===== src/rtl/regfile_sb_if.sv =====
// Bus between decode and the register file with scoreboard.
// Read side:  rs_i (packed per-port addresses), rd_data_o, rs_busy_o.
// Write-back: wb_valid_i, wb_rd_i, wb_data_i.
// Issue/flush: issue_valid_i, issue_rd_i, flush_i; status busy_count_o.
// master = decode/pipeline side, slave = register file.
interface regfile_sb_if #(
  parameter int unsigned XLEN   = 32,
  parameter int unsigned NREGS  = 32,
  parameter int unsigned NUM_RD = 2
);
  localparam int unsigned AW = $clog2(NREGS);

  logic [NUM_RD*AW-1:0]   rs_i;
  logic [NUM_RD*XLEN-1:0] rd_data_o;
  logic [NUM_RD-1:0]      rs_busy_o;
  logic                   wb_valid_i;
  logic [AW-1:0]          wb_rd_i;
  logic [XLEN-1:0]        wb_data_i;
  logic                   issue_valid_i;
  logic [AW-1:0]          issue_rd_i;
  logic                   flush_i;
  logic [AW:0]            busy_count_o;

  modport master (
    output rs_i, wb_valid_i, wb_rd_i, wb_data_i, issue_valid_i, issue_rd_i, flush_i,
    input  rd_data_o, rs_busy_o, busy_count_o
  );

  modport slave (
    input  rs_i, wb_valid_i, wb_rd_i, wb_data_i, issue_valid_i, issue_rd_i, flush_i,
    output rd_data_o, rs_busy_o, busy_count_o
  );
endinterface


===== src/rtl/regfile_sb.sv =====
// Parametrised register file with write-back scoreboard.
// Ports: clk, reset (async active-low), bus (regfile_sb_if.slave).
// Reads are combinational with optional same-cycle write-back forwarding;
// busy bits are set by issue, cleared by write-back, all cleared by flush.
module regfile_sb #(
  parameter int unsigned XLEN   = 32,
  parameter int unsigned NREGS  = 32,
  parameter int unsigned NUM_RD = 2,
  parameter int unsigned BYPASS = 1
) (
  input  logic         clk,
  input  logic         reset,
  regfile_sb_if.slave  bus
);
  localparam int unsigned AW = $clog2(NREGS);
  localparam int unsigned CW = AW + 1;

  logic [XLEN-1:0]        regs_q [NREGS];
  logic [XLEN-1:0]        regs_d [NREGS];
  logic [NREGS-1:0]       busy_q;
  logic [NREGS-1:0]       busy_d;
  logic [CW-1:0]          busy_count_q;
  logic [CW-1:0]          busy_count_d;
  logic                   wb_en;
  logic                   issue_en;
  logic [AW-1:0]          rs_sel;
  logic                   wb_hit;
  logic                   issue_hit;
  logic [NUM_RD*XLEN-1:0] rd_data_c;
  logic [NUM_RD-1:0]      rs_busy_c;

  // Strobes are ignored while reset is asserted (also blocks forwarding).
  assign wb_en    = bus.wb_valid_i && reset;
  assign issue_en = bus.issue_valid_i && reset;

  // Next state: data write, then scoreboard with flush > issue > write-back.
  always_comb begin
    regs_d = regs_q;
    busy_d = busy_q;
    if (wb_en && (bus.wb_rd_i != '0)) begin
      regs_d[bus.wb_rd_i] = bus.wb_data_i;
      busy_d[bus.wb_rd_i] = 1'b0;
    end
    if (issue_en && (bus.issue_rd_i != '0)) begin
      busy_d[bus.issue_rd_i] = 1'b1;
    end
    if (bus.flush_i) begin
      busy_d = '0;
    end
    regs_d[0] = '0;
    busy_d[0] = 1'b0;
  end

  // Population count of the next busy vector, registered alongside it.
  always_comb begin
    busy_count_d = '0;
    for (int unsigned r = 0; r < NREGS; r++) begin
      busy_count_d = busy_count_d + CW'(busy_d[r]);
    end
  end

  // State registers.
  always_ff @(posedge clk or negedge reset) begin
    if (!reset) begin
      for (int unsigned r = 0; r < NREGS; r++) begin
        regs_q[r] <= '0;
      end
      busy_q       <= '0;
      busy_count_q <= '0;
    end else begin
      for (int unsigned r = 0; r < NREGS; r++) begin
        regs_q[r] <= regs_d[r];
      end
      busy_q       <= busy_d;
      busy_count_q <= busy_count_d;
    end
  end

  // Read ports; a forwarded write-back also reports not-busy unless re-issued.
  always_comb begin
    rd_data_c = '0;
    rs_busy_c = '0;
    rs_sel    = '0;
    wb_hit    = 1'b0;
    issue_hit = 1'b0;
    for (int unsigned k = 0; k < NUM_RD; k++) begin
      rs_sel    = bus.rs_i[k*AW +: AW];
      wb_hit    = (BYPASS != 0) && wb_en && (bus.wb_rd_i == rs_sel) && (rs_sel != '0);
      issue_hit = issue_en && (bus.issue_rd_i == rs_sel);
      if (rs_sel == '0) begin
        rd_data_c[k*XLEN +: XLEN] = '0;
        rs_busy_c[k]              = 1'b0;
      end else begin
        rd_data_c[k*XLEN +: XLEN] = wb_hit ? bus.wb_data_i : regs_q[rs_sel];
        rs_busy_c[k]              = (wb_hit && !issue_hit) ? 1'b0 : busy_q[rs_sel];
      end
    end
  end

  assign bus.rd_data_o    = rd_data_c;
  assign bus.rs_busy_o    = rs_busy_c;
  assign bus.busy_count_o = busy_count_q;

endmodule


===== src/flat_wrapper.sv =====
// flat-port wrapper written by rule: the top's interface ports become plain ports
module regfile_sb_flat 
#(
  parameter int unsigned XLEN   = 32,
  parameter int unsigned NREGS  = 32,
  parameter int unsigned NUM_RD = 2,
  parameter int unsigned BYPASS = 1
)
  (clk, reset, bus_rs_i, bus_wb_valid_i, bus_wb_rd_i, bus_wb_data_i, bus_issue_valid_i, bus_issue_rd_i, bus_flush_i, bus_rd_data_o, bus_rs_busy_o, bus_busy_count_o);
  regfile_sb_if #(.XLEN(XLEN), .NREGS(NREGS), .NUM_RD(NUM_RD)) bus_i ();
  input  logic clk;
  input  logic reset;
  input wire logic [$bits(bus_i.rs_i)-1:0] bus_rs_i;
  input wire logic [$bits(bus_i.wb_valid_i)-1:0] bus_wb_valid_i;
  input wire logic [$bits(bus_i.wb_rd_i)-1:0] bus_wb_rd_i;
  input wire logic [$bits(bus_i.wb_data_i)-1:0] bus_wb_data_i;
  input wire logic [$bits(bus_i.issue_valid_i)-1:0] bus_issue_valid_i;
  input wire logic [$bits(bus_i.issue_rd_i)-1:0] bus_issue_rd_i;
  input wire logic [$bits(bus_i.flush_i)-1:0] bus_flush_i;
  output wire logic [$bits(bus_i.rd_data_o)-1:0] bus_rd_data_o;
  output wire logic [$bits(bus_i.rs_busy_o)-1:0] bus_rs_busy_o;
  output wire logic [$bits(bus_i.busy_count_o)-1:0] bus_busy_count_o;
  assign bus_i.rs_i = bus_rs_i;
  assign bus_i.wb_valid_i = bus_wb_valid_i;
  assign bus_i.wb_rd_i = bus_wb_rd_i;
  assign bus_i.wb_data_i = bus_wb_data_i;
  assign bus_i.issue_valid_i = bus_issue_valid_i;
  assign bus_i.issue_rd_i = bus_issue_rd_i;
  assign bus_i.flush_i = bus_flush_i;
  assign bus_rd_data_o = bus_i.rd_data_o;
  assign bus_rs_busy_o = bus_i.rs_busy_o;
  assign bus_busy_count_o = bus_i.busy_count_o;
  regfile_sb #(.XLEN(XLEN), .NREGS(NREGS), .NUM_RD(NUM_RD), .BYPASS(BYPASS)) u_core (.clk(clk), .reset(reset), .bus(bus_i));
endmodule

===== config.mk =====
export PLATFORM = sky130hd
export DESIGN_NAME = regfile_sb_flat
export DESIGN_NICKNAME = d
export VERILOG_FILES = /design/src/rtl/regfile_sb_if.sv /design/src/rtl/regfile_sb.sv /design/src/flat_wrapper.sv
export SDC_FILE = /design/constraint.sdc
export NUM_CORES = 2
export LEC_CHECK = 0
export CORE_UTILIZATION = 60
export DETAILED_ROUTE_END_ITERATION = 8
export HOLD_SLACK_MARGIN = 0.05
export PLACE_DENSITY = 0.77
export SLEW_MARGIN = 10
export SYNTH_ARGS = -nofsm -noshare
export SYNTH_HDL_FRONTEND = slang
export SYNTH_SLANG_ARGS = --single-unit

===== constraint.sdc =====
create_clock -name clk -period 5.55 [get_ports clk]
set_input_delay 1.11 -clock clk [delete_from_list [all_inputs] [get_ports clk]]
set_output_delay 1.11 -clock clk [all_outputs]
set_load 0.05 [all_outputs]

# Yosys cells after proc, flatten, opt, wreduce, memory -nomap -nowiden
# Cells that the tools add are included.
dict set report classes {
  addsub 30
  eq_ne 4
  n_lt_le_gt_ge 10
  muxes 28
  n_reduce_logical 23
  bitwise 6
}
# op n
set ops {}
lappend ops {{1024-bit bitwise mux} 1}
lappend ops {{32-bit two-way mux} 12}
lappend ops {{32-bit binary-select mux with 5-bit select} 2}
lappend ops {{6-bit by 1-bit adder with 6-bit output} 29}
lappend ops {{32-bit demux with 5-bit select} 1}
lappend ops {{32-bit AND} 1}
lappend ops {{32-bit inverter} 1}
lappend ops {{32-bit bitwise OR} 1}
lappend ops {{5-bit by 6-bit less-than comparator with 1-bit output, second input constant} 4}
lappend ops {{5-bit == test} 4}
lappend ops {{5-bit nonzero test} 4}
lappend ops {{6-bit greater-or-equal comparator, second input constant} 3}
lappend ops {{5-bit inverter with 6-bit output} 3}
lappend ops {{1-bit logical AND} 15}
lappend ops {{1-bit binary-select mux with 5-bit select} 2}
lappend ops {{1-bit demux with 5-bit select} 2}
lappend ops {{5-bit by 1-bit greater-or-equal comparator with 1-bit output, second input constant} 2}
lappend ops {{5-bit zero test} 2}
lappend ops {{1-bit two-way mux} 8}
lappend ops {{6-bit by 1-bit less-than comparator with 1-bit output, second input constant} 1}
lappend ops {{1-bit by 1-bit adder with 2-bit output} 1}
lappend ops {{1-bit zero test} 2}
dict set report word_totals {
  input_bits 57
  wordCells 134
  reg_bits 1029
  out_inout_bits 72
}

# Longest topological paths before layout
dict set report depth {
  word_depth 40
  mapped_depth 23
  ltp_nobuf 21
}

# Worst setup path after synthesis
# No wires, ideal clock.
dict set report synth_timing {
  path_kind {input port to flip-flop}
  from {input port bus_wb_rd_i[3]}
  to {register u_core.busy_count_q[4], in the netlist u_core.bus.busy_count_o[4]}
  required_ps 5470
  n_path_buf 2
  path_stages 21
  setup_ps 80
  slack_ps -1054
  arrival_ps 6524
  cell_sequence {nand3b_1 > buf_2 > nor3_1 > nand2_1 > buf_2 > a22oi_1 > nor2_1 > ha_1 > inv_1 > fa_1 > fa_1 > fa_1 > fa_1 > fa_1 > fa_1 > inv_1 > ha_1 > fa_1 > a21o_1 > a21oi_1 > xnor2_1}
}
dict set report synth_between {
  elab_chain_len 40
  elab_cells_between_ends 43
  classes_between {add/sub (30); order compare (2); mux (5); bitwise (3); reduce/logical (3)}
}
# element line_no
set synth_lines {}
lappend synth_lines {{start, declared} flat_wrapper.sv:15} ;# input wire logic [$bits(bus_i.wb_rd_i)-1:0] bus_wb_rd_i;
lappend synth_lines {{5-bit by 6-bit less-than comparator with 1-bit output (not written as such) / 5-bit by 1-bit greater-or-equal comparator with 1-bit output (equally long branches)} regfile_sb.sv:42} ;# busy_d[bus.wb_rd_i] = 1'b0;
lappend synth_lines {{1-bit logical AND (not written as such)} regfile_sb.sv:42}
lappend synth_lines {{1-bit two-way mux (not written as such)} regfile_sb.sv:42}
lappend synth_lines {{1-bit demux with 5-bit select} --}
lappend synth_lines {{32-bit inverter (no line)} --}
lappend synth_lines {{32-bit AND (no line)} --}
lappend synth_lines {{32-bit two-way mux *} regfile_sb.sv:40} ;# if (wb_en && (bus.wb_rd_i != '0)) begin
lappend synth_lines {{32-bit bitwise OR (no line)} --}
lappend synth_lines {{32-bit two-way mux *} regfile_sb.sv:44} ;# if (issue_en && (bus.issue_rd_i != '0)) begin
lappend synth_lines {{32-bit two-way mux *} regfile_sb.sv:47} ;# if (bus.flush_i) begin
lappend synth_lines {{via u_core.busy_d[1]} regfile_sb.sv:21} ;# logic [NREGS-1:0] busy_d;
lappend synth_lines {{1-bit by 1-bit adder with 2-bit output *} regfile_sb.sv:58} ;# busy_count_d = busy_count_d + CW'(busy_d[r]);
lappend synth_lines {{6-bit by 1-bit adder with 6-bit output * (29 in a row)} regfile_sb.sv:58}
lappend synth_lines {{via u_core.busy_count_d[4]} regfile_sb.sv:23} ;# logic [CW-1:0] busy_count_d;
lappend synth_lines {{end signal, assigned} regfile_sb.sv:75} ;# busy_count_q <= busy_count_d;
lappend synth_lines {{end, declared} regfile_sb.sv:22} ;# logic [CW-1:0] busy_count_q;
# The timed path passes the listed nets; every way through them passes the cells marked *.
# A chain may end at the register's enable or synchronous reset.

# Final worst setup path
dict set report layout_timing {
  from {input port bus_wb_rd_i[3]}
  to {register u_core.busy_count_q[4], in the netlist u_core.bus.busy_count_o[4]}
}
dict set report layout_between {
  elab_chain_len 40
  elab_cells_between_ends 43
  classes_between {add/sub (30); order compare (2); mux (5); bitwise (3); reduce/logical (3)}
}
# element line_no
set layout_lines {}
lappend layout_lines {{5-bit by 6-bit less-than comparator with 1-bit output (not written as such) / 5-bit by 1-bit greater-or-equal comparator with 1-bit output (equally long branches)} regfile_sb.sv:42}
lappend layout_lines {{1-bit logical AND (not written as such)} regfile_sb.sv:42}
lappend layout_lines {{1-bit two-way mux (not written as such)} regfile_sb.sv:42}
lappend layout_lines {{1-bit demux with 5-bit select} --}
lappend layout_lines {{32-bit inverter (no line)} --}
lappend layout_lines {{32-bit AND (no line)} --}
lappend layout_lines {{32-bit two-way mux *} regfile_sb.sv:40}
lappend layout_lines {{32-bit bitwise OR (no line)} --}
lappend layout_lines {{32-bit two-way mux *} regfile_sb.sv:44}
lappend layout_lines {{32-bit two-way mux *} regfile_sb.sv:47}
lappend layout_lines {{1-bit by 1-bit adder with 2-bit output} regfile_sb.sv:58}
lappend layout_lines {{6-bit by 1-bit adder with 6-bit output (28 in a row)} regfile_sb.sv:58}
lappend layout_lines {{6-bit by 1-bit adder with 6-bit output *} regfile_sb.sv:58}
lappend layout_lines {{via u_core.busy_count_d[4]} regfile_sb.sv:23}
# Marked as above.

==> impl_summary.md <==
Setup path
The category of the worst setup path launch point is an input port. The cell at the slowest stage of the critical path is sky130_fd_sc_hd__fa_1. On the worst path, the slowest cell contributes a delay of 550 ps. The category of the worst setup path capture point is a flop. The signal on the critical path passes through buf_6 > nand3b_1 > buf_12 > buf_6 > buf_6 > nor3_4 > nand2b_4 > a21o_1 > fa_1 > fa_1 > fa_1 > fa_1 > fa_1 > fa_1 > inv_2 > ha_4 > fa_2 > a21o_1 > a21oi_2 > xnor2_1. The register-to-register path setup slack is 510 ps. The critical path arrival is 6290 ps. The largest driver fanout on the critical path is 3. The most numerous cell type found on the critical path is sky130_fd_sc_hd__fa_1. The startpoint-to-endpoint class of the critical path is in2reg.

Data on the critical path is required at its endpoint by 6160 ps.

Final layout
Of the cells placed in the final design, the portion with a size suffix greater than 1 is 0.458. After the last flow step, the layout net total stands at 4249. The area growth from synthesis to final layout is 14.0%.

The finished layout cell area is 64700 um^2. After filler insertion, the fill cell instance count of the layout stands at 6279.

Timing
After routing, the total negative slack on setup checks comes to -251 ps. Across all setup checks in the final design, the least slack found is -126 ps. The max-slew violation count is 0. Of the available clock period, the critical path in the final layout requires 1.02.

The transition at the pin with the smallest max-transition slack is 1350 ps. On the final layout, the worst clock skew is 7.58 ps. The peak clock frequency supported by timing is 176 MHz.

On the final layout, the worst hold slack is 506 ps. Setup repair after global routing could not meet its margin everywhere. The final critical path time including I/O delays and setup is 5680 ps. The worst-case headroom to the max-slew limit is 0.0962. The final hold violation count is 0. The total of endpoints with negative setup slack in the final report is 2.

Power and ir drop
Summing internal, switching and leakage power gives 20.9 mW. Of the total power, the share spent switching nets is 0.271. The analysis attributes to cell leakage a power of 29.3 nW. The share of total power dissipated in the clock network is 0.375. Of the total power, registers draw 0.442. Cell internal power was estimated by the tool at 15.2 mW. The worst voltage drop across the vdd grid is 0.000312 V. The switching power is 5.65 mW.

The areal power density over the cells is 323 nW/um^2. Of the total power, combinational logic draws 0.184.

Floorplan
The total I/O pin count is 129. The core region is 93500 um^2. Row generation in the floorplan step produced 112 rows. The die is 310 um tall. The floorplan die width is 310 um. The die covers 95900 um^2.

The initial utilization of the core area, before any placement, comes to 0.607.

Detailed routing
The detail route stage leaves a number of antenna-violating nets equal to 0. The routed length per placed instance is 31.2 um. The routed via count divided by cell count is 7.12. Wires add up to 172000 um. For this block, the via count after detailed routing is 39200. The number of design rule violations left after detail routing is 0. The first TritonRoute pass finished after 5 iterations. The number of design-rule violations left by the first detailed-router iteration is 4202.

Synth
The sequential share of the synthesized area is 0.454. The count of flip-flops with a built-in enable after synthesis is 0. The leading cell type by number of instances after synthesis is sky130_fd_sc_hd__dfrtp_1. The mean instance size in the synthesized netlist is 13.8 um^2.

In the post-synthesis netlist, the biggest area contributors are sky130_fd_sc_hd__dfrtp_1, sky130_fd_sc_hd__mux2_2, sky130_fd_sc_hd__mux4_2. After technology mapping, the gate count stands at 4108. In this run, distinct cell masters in the synthesized netlist total 55. Counting instances in the post-synthesis netlist gives the leading cell types as sky130_fd_sc_hd__dfrtp_1, sky130_fd_sc_hd__mux2_2, sky130_fd_sc_hd__mux4_2, sky130_fd_sc_hd__mux2i_1, sky130_fd_sc_hd__clkbuf_1.

The number of nets produced by synthesis is 4197. The largest area contributor in the netlist is sky130_fd_sc_hd__dfrtp_1. In this run, synthesis produced a sequential element count of 1029. The Yosys warning count is 0.

The share of synthesized area in the top cell type comes to 0.454. The summed instance area of the synthesized netlist is 56800 um^2. The predominant post-synthesis flop cell is sky130_fd_sc_hd__dfrtp_1.

The async set-reset flop share out of synthesis is 1.00.

Global route
The global-route wire length before repair is 259000 um. The number of global-route vias before repair is 40500. The number of antenna violations at the first check in global routing came to 3. Entering global routing, the biggest net connects 175 pins. The combined global-route utilization of all metal layers is 0.366. After global routing the overflow that remains totals 0.

CTS
Hold repair after CTS inserted 0 buffers. TritonCTS built the clock tree. The number of buffers on the longest clock path is 3.

The TritonCTS sink count is 1029. For the worst-skew pair, the clock arrives at the later sink with an insertion delay of 700 ps. Clock-pin slew was measured on the worst setup and hold paths at 60 ps. The H-tree was split into 3 levels. The master cell of the clock root buffer is sky130_fd_sc_hd__clkbuf_16. The number of CTS-inserted buffers is 109.

Worst hold path
The worst min-delay path class is reg2reg.

Status
The checks that failed: setup timing. The flow ran to the end, but the final reports show violations.

Placement
The routability congestion estimate is 0.906. The area after detailed placement is 60700 um^2. Detailed placement finished with a half-perimeter wire length of 97100 um.

Buffers placed on the I/O ports in this run total 128. Prior to clock tree synthesis, the placed netlist has a worst setup slack of -1230 ps.

Flow run
The max capacitance violation total is 0.
==> routing by layer <==
metal	GRT usage	wire (um)	vias up
met1	0.489	66200	20600
met5	0	28	-
met4	0.177	8530	4
met3	0.0867	16300	552
met2	0.567	80600	2178
li1	-	-	15800
==> final cells by class <==
class,instances,area (um^2),area share
antenna,2,5.00,0.0000773
clock buffer,160,3310,0.0512
clock inverter,42,561,0.00866
inverter,47,178,0.00274
multi-input combinational,2593,29100,0.450
sequential,1029,25700,0.398
tap,1254,1570,0.0242
timing repair buffer,380,4220,0.0652
==> flip-flops by register name, indices dropped and copies added (netlist names) <==
signal	count
u_core.busy_q	31
u_core.regs_q	992
u_core.bus.busy_count_o	6
==> metrics by stage <==
stage,cells,utilization
floorplan,4108,-
global placement,5289,0.649
detailed placement,5289,0.649
CTS,5499,0.691
global route,5505,0.693
finish,5507,0.693
==> kinds of logic (layout without fill, tap and decap cells) <==
group	after synthesis	after routing	share of synthesized area
multiplexers	1653	1653	0.395
flip-flops	1029	1029	0.454
buffers and inverters	486	629	0.0402
AO/OA/AOI/OAI	470	470	0.0613
AND/OR/NAND/NOR	415	415	0.0358
adder cells (fa/ha/maj)	32	32	0.0101
XOR/XNOR	23	23	0.00355
other	0	2	0
==> final timing paths <==
check,to,from,cells after the start
setup / recovery,u_core.bus.busy_count_o[4]$_DFF_PN0_,bus_wb_rd_i[3],20
max in group asynchronous,u_core.regs_q[141]$_DFFE_PN0P_,reset,5
min in group asynchronous,u_core.regs_q[477]$_DFFE_PN0P_,reset,2
setup reg to reg,u_core.bus.busy_count_o[4]$_DFF_PN0_,u_core.busy_q[2]$_DFF_PN0_,16
hold reg to reg,u_core.regs_q[166]$_DFFE_PN0P_,u_core.regs_q[166]$_DFFE_PN0P_,1
hold / removal,u_core.regs_q[166]$_DFFE_PN0P_,u_core.regs_q[166]$_DFFE_PN0P_,1
==> cells in the final DEF (no fill, tap or decap), types with 23 or more instances in the layout <==
| cell | synthesis | routed |
|---|---|---|
| sky130_fd_sc_hd__dfrtp_1 | 1029 | 1029 |
| sky130_fd_sc_hd__mux2_2 | 974 | 974 |
| sky130_fd_sc_hd__mux4_2 | 369 | 369 |
| sky130_fd_sc_hd__mux2i_1 | 255 | 255 |
| sky130_fd_sc_hd__buf_4 | 38 | 216 |
| sky130_fd_sc_hd__nand2_1 | 168 | 158 |
| sky130_fd_sc_hd__clkbuf_16 | 0 | 112 |
| sky130_fd_sc_hd__buf_12 | 0 | 95 |
| sky130_fd_sc_hd__nor2_1 | 92 | 81 |
| sky130_fd_sc_hd__a22o_1 | 64 | 64 |
| sky130_fd_sc_hd__o22ai_1 | 63 | 63 |
| sky130_fd_sc_hd__o2111ai_1 | 62 | 62 |
| sky130_fd_sc_hd__mux2_1 | 55 | 55 |
| sky130_fd_sc_hd__o21ai_0 | 49 | 47 |
| sky130_fd_sc_hd__inv_1 | 46 | 44 |
| sky130_fd_sc_hd__clkdlybuf4s50_1 | 0 | 40 |
| sky130_fd_sc_hd__nand4_1 | 34 | 34 |
| sky130_fd_sc_hd__a2111oi_0 | 33 | 33 |
| sky130_fd_sc_hd__or4_1 | 34 | 33 |
| sky130_fd_sc_hd__a221oi_1 | 33 | 33 |
| sky130_fd_sc_hd__clkbuf_8 | 0 | 33 |
| sky130_fd_sc_hd__a31oi_1 | 32 | 32 |
| sky130_fd_sc_hd__o21a_1 | 32 | 32 |
| sky130_fd_sc_hd__a211o_1 | 31 | 31 |
| sky130_fd_sc_hd__o21ai_1 | 22 | 23 |
==> critical path: cells and delay by family <==
| kind | cells | cell delay, ps |
|---|---|---|
| AOI/OAI and AO/OA | 3 | 430 |
| xor gates and xnor gates | 1 | 130 |
| and+or+nand+nor | 3 | 610 |
| adders and majority gates | 8 | 3470 |
| buffers and inverters | 5 | 530 |
==> power groups by stage <==
stage	Clock [mW]	Combinational, mW	Sequential, mW
after global placement	0	3.71	9.24
after detailed placement	0	3.79	9.31
after CTS	7.88	3.83	9.18
final	7.82	3.84	9.22
after global routing	8.17	4.07	9.33
after floorplan	0	2.69	9.05
==> what timing repair did <==
action / in CTS / in global routing
gates cloned: 1 / 0
pin swaps: 21 / 18
endpoints found under the setup margin: 5 / 5
buffers inserted: 7 / 7
gates resized for setup: 33 / 34
Note: power is estimated with default switching activity, not from simulation.
